File: config.mk
export PLATFORM = sky130hd
export DESIGN_NAME = serial_subtractor_flat
export DESIGN_NICKNAME = d
export VERILOG_FILES = /design/src/rtl/serial_subtractor_if.sv /design/src/rtl/serial_subtractor.sv /design/src/flat_wrapper.sv
export SDC_FILE = /design/constraint.sdc
export NUM_CORES = 1
export LEC_CHECK = 0
export CAP_MARGIN = 20
export CORE_MARGIN = 1.5
export CORE_UTILIZATION = 45
export CTS_BUF_LIST = sky130_fd_sc_hd__clkbuf_8
export CTS_CLUSTER_SIZE = 28
export DETAILED_ROUTE_END_ITERATION = 10
export PLACE_DENSITY = 0.71
export SETUP_SLACK_MARGIN = 0.3
export SYNTH_ARGS = -nofsm -noshare
export SYNTH_HDL_FRONTEND = slang
export SYNTH_SLANG_ARGS = --single-unit
File: constraint.sdc
create_clock -name clk -period 1.3 [get_ports clk]
set_input_delay 0.26 -clock clk [delete_from_list [all_inputs] [get_ports clk]]
set_output_delay 0.26 -clock clk [all_outputs]
set_load 0.005 [all_outputs]
File: src/rtl/serial_subtractor_if.sv
// Request/response bundle for the bit-serial subtractor: operands and start in,
// busy/done handshake and registered result out.
interface serial_subtractor_if #(
  parameter int unsigned WIDTH = 4
);
  logic             start;
  logic [WIDTH-1:0] a;
  logic [WIDTH-1:0] b;
  logic             busy;
  logic             done;
  logic [WIDTH-1:0] diff;
  logic             borrow;

  modport master (
    output start, a, b,
    input  busy, done, diff, borrow
  );

  modport slave (
    input  start, a, b,
    output busy, done, diff, borrow
  );
endinterface

File: src/rtl/serial_subtractor.sv
// Bit-serial unsigned subtractor: diff = a - b computed LSB first, one bit per
// clock, with operands captured on the accepting start edge.
module serial_subtractor #(
  parameter int unsigned WIDTH = 4,
  parameter int unsigned CNT_W = 3
) (
  input  logic                clk,
  input  logic                rst_n,
  serial_subtractor_if.slave  bus
);

  typedef enum logic [1:0] {
    IDLE  = 2'd0,
    SHIFT = 2'd1,
    DONE  = 2'd2
  } state_t;

  state_t           state;
  state_t           state_next;
  logic [WIDTH-1:0] a_sr;
  logic [WIDTH-1:0] b_sr;
  logic [WIDTH-1:0] diff_sr;
  logic             br;
  logic             borrow_q;
  logic [CNT_W-1:0] cnt;
  logic             x;
  logic             y;
  logic             d;
  logic             br_next;
  logic             last;

  always_comb begin
    x       = a_sr[0];
    y       = b_sr[0];
    d       = x ^ y ^ br;
    br_next = (~x & y) | (~(x ^ y) & br);
    last    = (cnt == CNT_W'(WIDTH - 1));
  end

  always_ff @(posedge clk) begin
    if (!rst_n) begin
      state <= IDLE;
    end else begin
      state <= state_next;
    end
  end

  always_comb begin
    state_next = state;
    case (state)
      IDLE:    if (bus.start) state_next = SHIFT;
      SHIFT:   if (last)      state_next = DONE;
      DONE:                   state_next = IDLE;
      default:                state_next = IDLE;
    endcase
  end

  always_ff @(posedge clk) begin
    if (!rst_n) begin
      a_sr     <= '0;
      b_sr     <= '0;
      diff_sr  <= '0;
      br       <= 1'b0;
      borrow_q <= 1'b0;
      cnt      <= '0;
    end else begin
      case (state)
        IDLE: begin
          if (bus.start) begin
            a_sr     <= bus.a;
            b_sr     <= bus.b;
            diff_sr  <= '0;
            br       <= 1'b0;
            borrow_q <= 1'b0;
            cnt      <= '0;
          end
        end
        SHIFT: begin
          // Each result bit enters at the MSB; after WIDTH shifts bit 0 is the LSB.
          diff_sr <= {d, diff_sr[WIDTH-1:1]};
          a_sr    <= a_sr >> 1;
          b_sr    <= b_sr >> 1;
          br      <= br_next;
          cnt     <= cnt + 1'b1;
          if (last) borrow_q <= br_next;
        end
        default: ;
      endcase
    end
  end

  assign bus.busy   = (state != IDLE);
  assign bus.done   = (state == DONE);
  assign bus.diff   = diff_sr;
  assign bus.borrow = borrow_q;

endmodule

File: src/flat_wrapper.sv
// flat-port wrapper written by rule: the top's interface ports become plain ports
module serial_subtractor_flat 
#(
  parameter int unsigned WIDTH = 4,
  parameter int unsigned CNT_W = 3
)
  (clk, rst_n, bus_start, bus_a, bus_b, bus_busy, bus_done, bus_diff, bus_borrow);
  serial_subtractor_if #(.WIDTH(WIDTH)) bus_i ();
  input  logic clk;
  input  logic rst_n;
  input wire logic [$bits(bus_i.start)-1:0] bus_start;
  input wire logic [$bits(bus_i.a)-1:0] bus_a;
  input wire logic [$bits(bus_i.b)-1:0] bus_b;
  output wire logic [$bits(bus_i.busy)-1:0] bus_busy;
  output wire logic [$bits(bus_i.done)-1:0] bus_done;
  output wire logic [$bits(bus_i.diff)-1:0] bus_diff;
  output wire logic [$bits(bus_i.borrow)-1:0] bus_borrow;
  assign bus_i.start = bus_start;
  assign bus_i.a = bus_a;
  assign bus_i.b = bus_b;
  assign bus_busy = bus_i.busy;
  assign bus_done = bus_i.done;
  assign bus_diff = bus_i.diff;
  assign bus_borrow = bus_i.borrow;
  serial_subtractor #(.WIDTH(WIDTH), .CNT_W(CNT_W)) u_core (.clk(clk), .rst_n(rst_n), .bus(bus_i));
endmodule
==> results.yml, run 1 <==
worst_setup_path:
  required_ns: 1.44
  timing.rr.end: "u_core.bus.diff[3]"
  timing.rr.start: "u_core.br"
  worst_setup_path_start_kind: "flop"
  worstSetupEndpoint: "u_core.bus.diff[3]"
  cp_slowest_cell: "fa_1"
  critical_path.max_fanout: 2
  path_buf_inv: 0
  critical_path.max_stage_delay_ns: 0.56
  reg2regPathDepth: 3
  cp_num_cells: 3
  path_delay_family: "adder cells"
  crit_type: "flop to flop"
  cp_cell_sequence: "fa_1, o2bb2ai_1, and2_1"
  startpoint: "u_core.br"
  r2r_slack_ns: 0.08
  end_kind: "flop"
  arrival_ns: 1.36
synthesis:
  syn_area_sq_um: 900
  ys_seq_elements: 19
  netlist_instances: 88
  ys_warn_count: 0
  syn-num-nets: 102
  seq_area_frac_synth_pct: 42.3
  ys.flop_type: "dfxtp_1"
  synth_top_cell_area_share_pct: 42.3
  synth_area_leaders: "dfxtp_1 (42%), nor2b_1 (9.7%), o221a_1 (6.3%)"
  avgSynthCellArea_sq_um: 10.2
  yosysUniqueCellTypes: 26
  async_flop_share_pct: 0
  yosysTopAreaCell: "dfxtp_1"
  synth_edf_count: 0
cells_and_area:
  nNetsFinal: 137
  syn2layout_area_growth_pct: 57.4
  antenna_cells: 0
  final_layout_size_suffix_gt1_share_pct: 50.8
  fillers: 102
  layout_commonest_cell: "buf_4"
  utilization_pct: 78.6
  layout_common_cells: "buf_4 (12), nor2b_1 (10), clkdlybuf4s50_1 (9), dfxtp_2 (9), dfxtp_1 (8)"
clocking:
  clockBufferDepth: 2
  numClockSinks: 19
  cts-root-buf: "clkbuf_8"
  cts_tree: "done"
  clk_latency_ns: 0.25
  clk_pin_slew_ns: 0.07
  cts_buffers: 3
  cts-htree-levels: 1
outcome:
  status: "complete, no violations"
sta:
  max_freq_ghz: 0.823
  slew_headroom_pct: 79.3
  fin_crit_sh_pct: 93.5
  finClkSkew_ns: 0.00315
  final_max_slew_viol_count: 0
  hold_ws_ns: 0.482
  tightest_slew_ns: 0.310
  hold_viol_final: 0
  setup_viol: 0
  finalCriticalPeriod_ns: 1.22
  grt_setup_unrepaired: "true"
pwr:
  p_per_area_nw_per_um2: 928
  power_leakage_nw: 0.575
  ir_drop_uv: 632
placement:
  globalplace.congestion: 0.768
  dpl.hpwl_um: 1210
  portBuffers: 17
global_routing:
  grt_pass1_vias: 786
  antenna_found_initial: 0
  grt_pass1_wl_um: 3510
  grt_max_degree: 11
  grtUsageTotal_pct: 21.8
  grt_overflow: 0
floorplanning:
  die_area_sq_um: 2280
  io_pins: 18
  initial_utilization_pct: 49.9
  die_w_um: 47.7
  core_sq_um: 1800
  die_h_um: 47.7
  rows: 15
routing:
  vias: 798
  avgRoutedWirePerCell_um: 16.1
  drc: 0
  routed_wl_um: 2360
  ant_nets: 0
  firstDrtPassIters: 4
  drt_iter0_drc: 14
  viasPerCell: 5.43
flow_run:
  cap_violations: 0
worst_hold_path:
  hp-class: "flop to flop"
[power by group]
group | switching, mW | total (mW) | internal (mW)
Sequential | 0.0294 | 0.641 | 0.611
Combinational | 0.117 | 0.280 | 0.163
Clock | 0.185 | 0.394 | 0.209
Total | 0.331 | 1.31 | 0.984
[worst min-delay path: stages, from the launching register on]
cell       delay (ns)
dfxtp_2          0.32
nand2_1          0.07
o2bb2ai_2        0.06
[Yosys cell counts (all sizes together), types with 2 or more instances]
| cell type | number |
|---|---|
| o221a | 5 |
| and2 | 2 |
| dfxtp | 19 |
| mux2i | 4 |
| inv | 4 |
| ha | 2 |
| o2bb2ai | 2 |
| nor2 | 7 |
| a21oi | 5 |
| nor2b | 14 |
| nand2 | 2 |
| buf | 5 |
| a32oi | 2 |
| a22oi | 5 |
[state kept, by name, summed over array words and instances (netlist names)]
register	flops
u_core.bus.diff	4
u_core.br	1
u_core.cnt	3
u_core.bus.borrow	1
u_core.state	2
u_core.b_sr	4
u_core.a_sr	4
[layout make-up]
type,instances,area [sq um],share of cell area [%]
repair buffers,35,342,24.1
clock buffers,3,41.3,2.92
well taps,25,31.3,2.21
clock inverters,1,3.75,0.265
flip-flops and latches,19,399,28.2
inverters,4,15.0,1.06
multi-input cells,60,584,41.3
[routing by layer]
metal / global-route usage [%] / vias up / wire length [um]
met5: 0 / - / 0
met4: 8.11 / 0 / 65
met3: 3.77 / 6 / 94
met2: 37.1 / 20 / 1150
met1: 27.3 / 388 / 1050
li1: - / 384 / -
[worst min-delay path by stage]
stage                                 start  slack [ns]  cells past startpoint                 to
after CTS                 u_core.bus.borrow        0.47                      2  u_core.bus.borrow
after global routing      u_core.bus.borrow        0.51                      2  u_core.bus.borrow
after detailed placement  u_core.bus.borrow        0.46                      2  u_core.bus.borrow
after floorplan                       rst_n        0.39                      1      u_core.cnt[0]
after global placement    u_core.bus.borrow        0.46                      2  u_core.bus.borrow
final                     u_core.bus.borrow        0.48                      2  u_core.bus.borrow
[cell families (layout without fill, tap and decap cells)]
logic type | after synthesis | in the layout | synth area share (%)
AOI/OAI and AO/OA | 23 | 24 | 22.8
adders and majority gates | 3 | 3 | 5.01
buffers and inverters | 10 | 43 | 6.95
DFF | 19 | 19 | 42.3
muxes | 4 | 4 | 4.45
and+or+nand+nor | 29 | 29 | 18.5
[metrics by stage]
| stage | std cells | area (sq um) | setup WS [ns] | power (mW) | TNS [ns] |
|---|---|---|---|---|---|
| after floorplan | 88 | 935 | 0.174 | 0.771 | 0 |
| after global placement | 130 | 1130 | -0.109 | 0.838 | -1.07 |
| after detailed placement | 130 | 1130 | -0.143 | 0.839 | -1.37 |
| after CTS | 147 | 1380 | 0.0898 | 1.29 | 0 |
| after global routing | 147 | 1420 | 0.0517 | 1.36 | 0 |
| final | 147 | 1420 | 0.0849 | 1.31 | 0 |
[repair_timing]
action,4_1_cts,5_1_grt
resized for setup,56,10
cloned,3,0
hold buffers,0,0
pin swaps,13,10
buffers inserted,10,0
endpoints found under the setup margin,26,21
Power figures use the tool's default switching activity.
==> run 2, diff against run 1 <==
ABC_AREA = 1   (was unset)
CAP_MARGIN = unset   (was 20)
==> run 2 against run 1 <==
Critical path depth is 3 higher. Register-to-register slack hardly changed. Sequential power is 2% lower. Combinational power is 14% lower. Wire length down 18%. Non-clock buffer count fell by 2. Design area shrank 8.8%. Clock skew about the same. Maximum frequency rose by 0.34%. Largest cell class unchanged. Largest power group unchanged.
==> results.yml, run 2 <==
cells_and_area:
  layout_common_cells: "nand2_1 (44), inv_1 (18), a21oi_1 (14)"
  final_cells: 187
  syn2layout_area_growth_pct: 41.0
  layout_commonest_cell: "nand2_1"
  nNetsFinal: 175
  finish.instance_area_sq_um: 1290
  final_layout_size_suffix_gt1_share_pct: 28.7
  utilization_pct: 66.5
  antenna_cells: 0
  fillers: 173
synthesis:
  yosysMostFrequentCell: "nand2_1"
  synthMuxAreaShare_pct: 0
  synth_fa_ha_area_share_pct: 4.92
  yosysTopAreaCell: "dfxtp_1"
  ys_seq_elements: 19
  ys_warn_count: 0
  synth_area_leaders: "dfxtp_1 (42%), nand2_1 (18%), inv_1 (7.8%)"
  synthXorXnorAreaFrac_pct: 0
  syn_area_sq_um: 916
  synth_top_family_by_area: "simple AND/OR/NAND/NOR gates"
  netlist_instances: 127
  yosysUniqueCellTypes: 15
  synth_compound_area_share_pct: 10.8
  ys.flop_type: "dfxtp_1"
  synth-simple-area-share_pct: 29.2
  async_flop_share_pct: 0
  yosys-top-cells-count: "nand2_1 (44), dfxtp_1 (19), inv_1 (19), a21oi_1 (14), nor2_1 (13)"
  synth_edf_count: 0
  avgSynthCellArea_sq_um: 7.21
  synth_top_cell_area_share_pct: 41.5
  seq_area_frac_synth_pct: 41.5
  syn-num-nets: 141
sta:
  hold_ws_ns: 0.454
  fin_tns_setup_ns: 0
  slew_headroom_pct: 87.4
  finClkSkew_ns: 0.00320
  fin_crit_sh_pct: 93.2
  max_freq_ghz: 0.826
  finalCriticalPeriod_ns: 1.21
  hold_viol_final: 0
  grt_setup_unrepaired: "true"
  final_max_slew_viol_count: 0
  tightest_slew_ns: 0.188
  setup_viol: 0
  setup_ws_ns: 0.0890
pwr:
  switching_power_mw: 0.319
  power_leakage_nw: 0.621
  seqPwrFrac_pct: 49.6
  power.total_mw: 1.26
  p_per_area_nw_per_um2: 979
  swShare_pct: 25.2
  p_int_mw: 0.946
  ir_drop_uv: 857
  p_comb_share_pct: 19.0
  clkPwrFrac_pct: 31.4
clocking:
  clockBufferDepth: 2
  cts-root-buf: "clkbuf_8"
  clk_latency_ns: 0.26
  cts_tree: "done"
  cts_hold_buf: 0
  cts_buffers: 3
  clk_pin_slew_ns: 0.07
  numClockSinks: 19
  cts-htree-levels: 1
floorplanning:
  die_area_sq_um: 2320
  io_pins: 18
  initial_utilization_pct: 47.2
  die_h_um: 48.1
  rows: 16
  die_w_um: 48.1
  core_sq_um: 1940
routing:
  avgRoutedWirePerCell_um: 10.3
  vias: 841
  firstDrtPassIters: 4
  drc: 0
  routed_wl_um: 1930
  dr_wl_met3_um: 63
  drt_iter0_drc: 10
  viasPerCell: 4.50
  route.met2.wl_um: 940
  highest_layer: "met4"
  ant_nets: 0
  wl_met1_um: 903
global_routing:
  grt_pass1_wl_um: 2960
  grt_overflow: 0
  grt_max_degree: 25
  antenna_found_initial: 0
  grtUsageTotal_pct: 19.4
  grt_pass1_vias: 704
worst_setup_path:
  r2r_slack_ns: 0.09
  reg2regPathDepth: 6
  cp_cell_sequence: "buf_6, buf_6, o21ai_4, clkbuf_16, nand2_1, a21oi_1"
  timing.rr.start: "u_core.state[0]"
  crit_type: "flop to flop"
  worst_setup_path_start_kind: "flop"
  arrival_ns: 1.40
  critical_path.max_stage_delay_ns: 0.36
  timing.rr.end: "u_core.br"
  critical_path.max_fanout: 12
  cp_slowest_cell: "dfxtp_4"
  required_ns: 1.49
  worstSetupEndpoint: "u_core.br"
  startpoint: "u_core.state[0]"
  cpMostUsedCell: "buf_6"
  end_kind: "flop"
placement:
  pre_cts_slack_ns: -0.0354
  dpl_cell_area_sq_um: 1170
  portBuffers: 17
  globalplace.congestion: 0.776
  dpl.hpwl_um: 1290
  place_inst: 176
worst_hold_path:
  hp-class: "flop to flop"
flow_run:
  cap_violations: 0
outcome:
  status: "complete, no violations"
## run 2: worst min path at each step
stage | startpoint | endpoint | slack (ns) | cells past startpoint
floorplan | bus_start | u_core.a_sr[3] | 0.42 | 2
global placement | u_core.cnt[2] | u_core.cnt[2] | 0.45 | 2
detailed placement | u_core.bus.diff[0] | u_core.bus.diff[0] | 0.45 | 2
CTS | u_core.bus.diff[0] | u_core.bus.diff[0] | 0.46 | 2
global route | u_core.b_sr[3] | u_core.b_sr[3] | 0.48 | 2
finish | u_core.bus.diff[0] | u_core.bus.diff[0] | 0.45 | 2
## run 2: kinds of logic after synthesis
family          Yosys count
fa+ha+maj                 3
buf+inv                  25
simple gates             63
flops                    19
compound gates           17
## run 2: power by group through the flow
stage,Sequential [mW],Clock (mW),Combinational [mW]
after CTS,0.627,0.412,0.224
after global placement,0.641,0,0.204
after detailed placement,0.642,0,0.209
after floorplan,0.642,0,0.131
final,0.627,0.397,0.240
after global routing,0.632,0.429,0.266
## run 2: critical path, delay by kind of cell, from the launching register on
kind            cells  cell delay, ns
compound gates      2            0.30
buf+inv             3            0.44
flops               1            0.36
simple gates        1            0.05
## run 2: area by class of cell
cell class	count	area, sq um	area share, %
clock buffers	3	41.3	3.20
clock inverters	1	3.75	0.291
inverters	21	82.6	6.40
multi-input cells	83	434	33.6
flip-flops and latches	19	397	30.7
well taps	27	33.8	2.62
repair buffers	33	299	23.2
## run 2: per-layer routing
layer / up-vias / global-route usage (%)
li1: 448 / -
met1: 377 / 21.7
met2: 12 / 32.8
met3: 4 / 6.67
met4: 0 / 9.73
met5: - / 0
## run 2: timing repair
item	4_1_cts	5_1_grt
pin swaps	4	3
gates resized for setup	43	2
cloned	0	1
buffers inserted	6	0
endpoints found under the setup margin	24	20
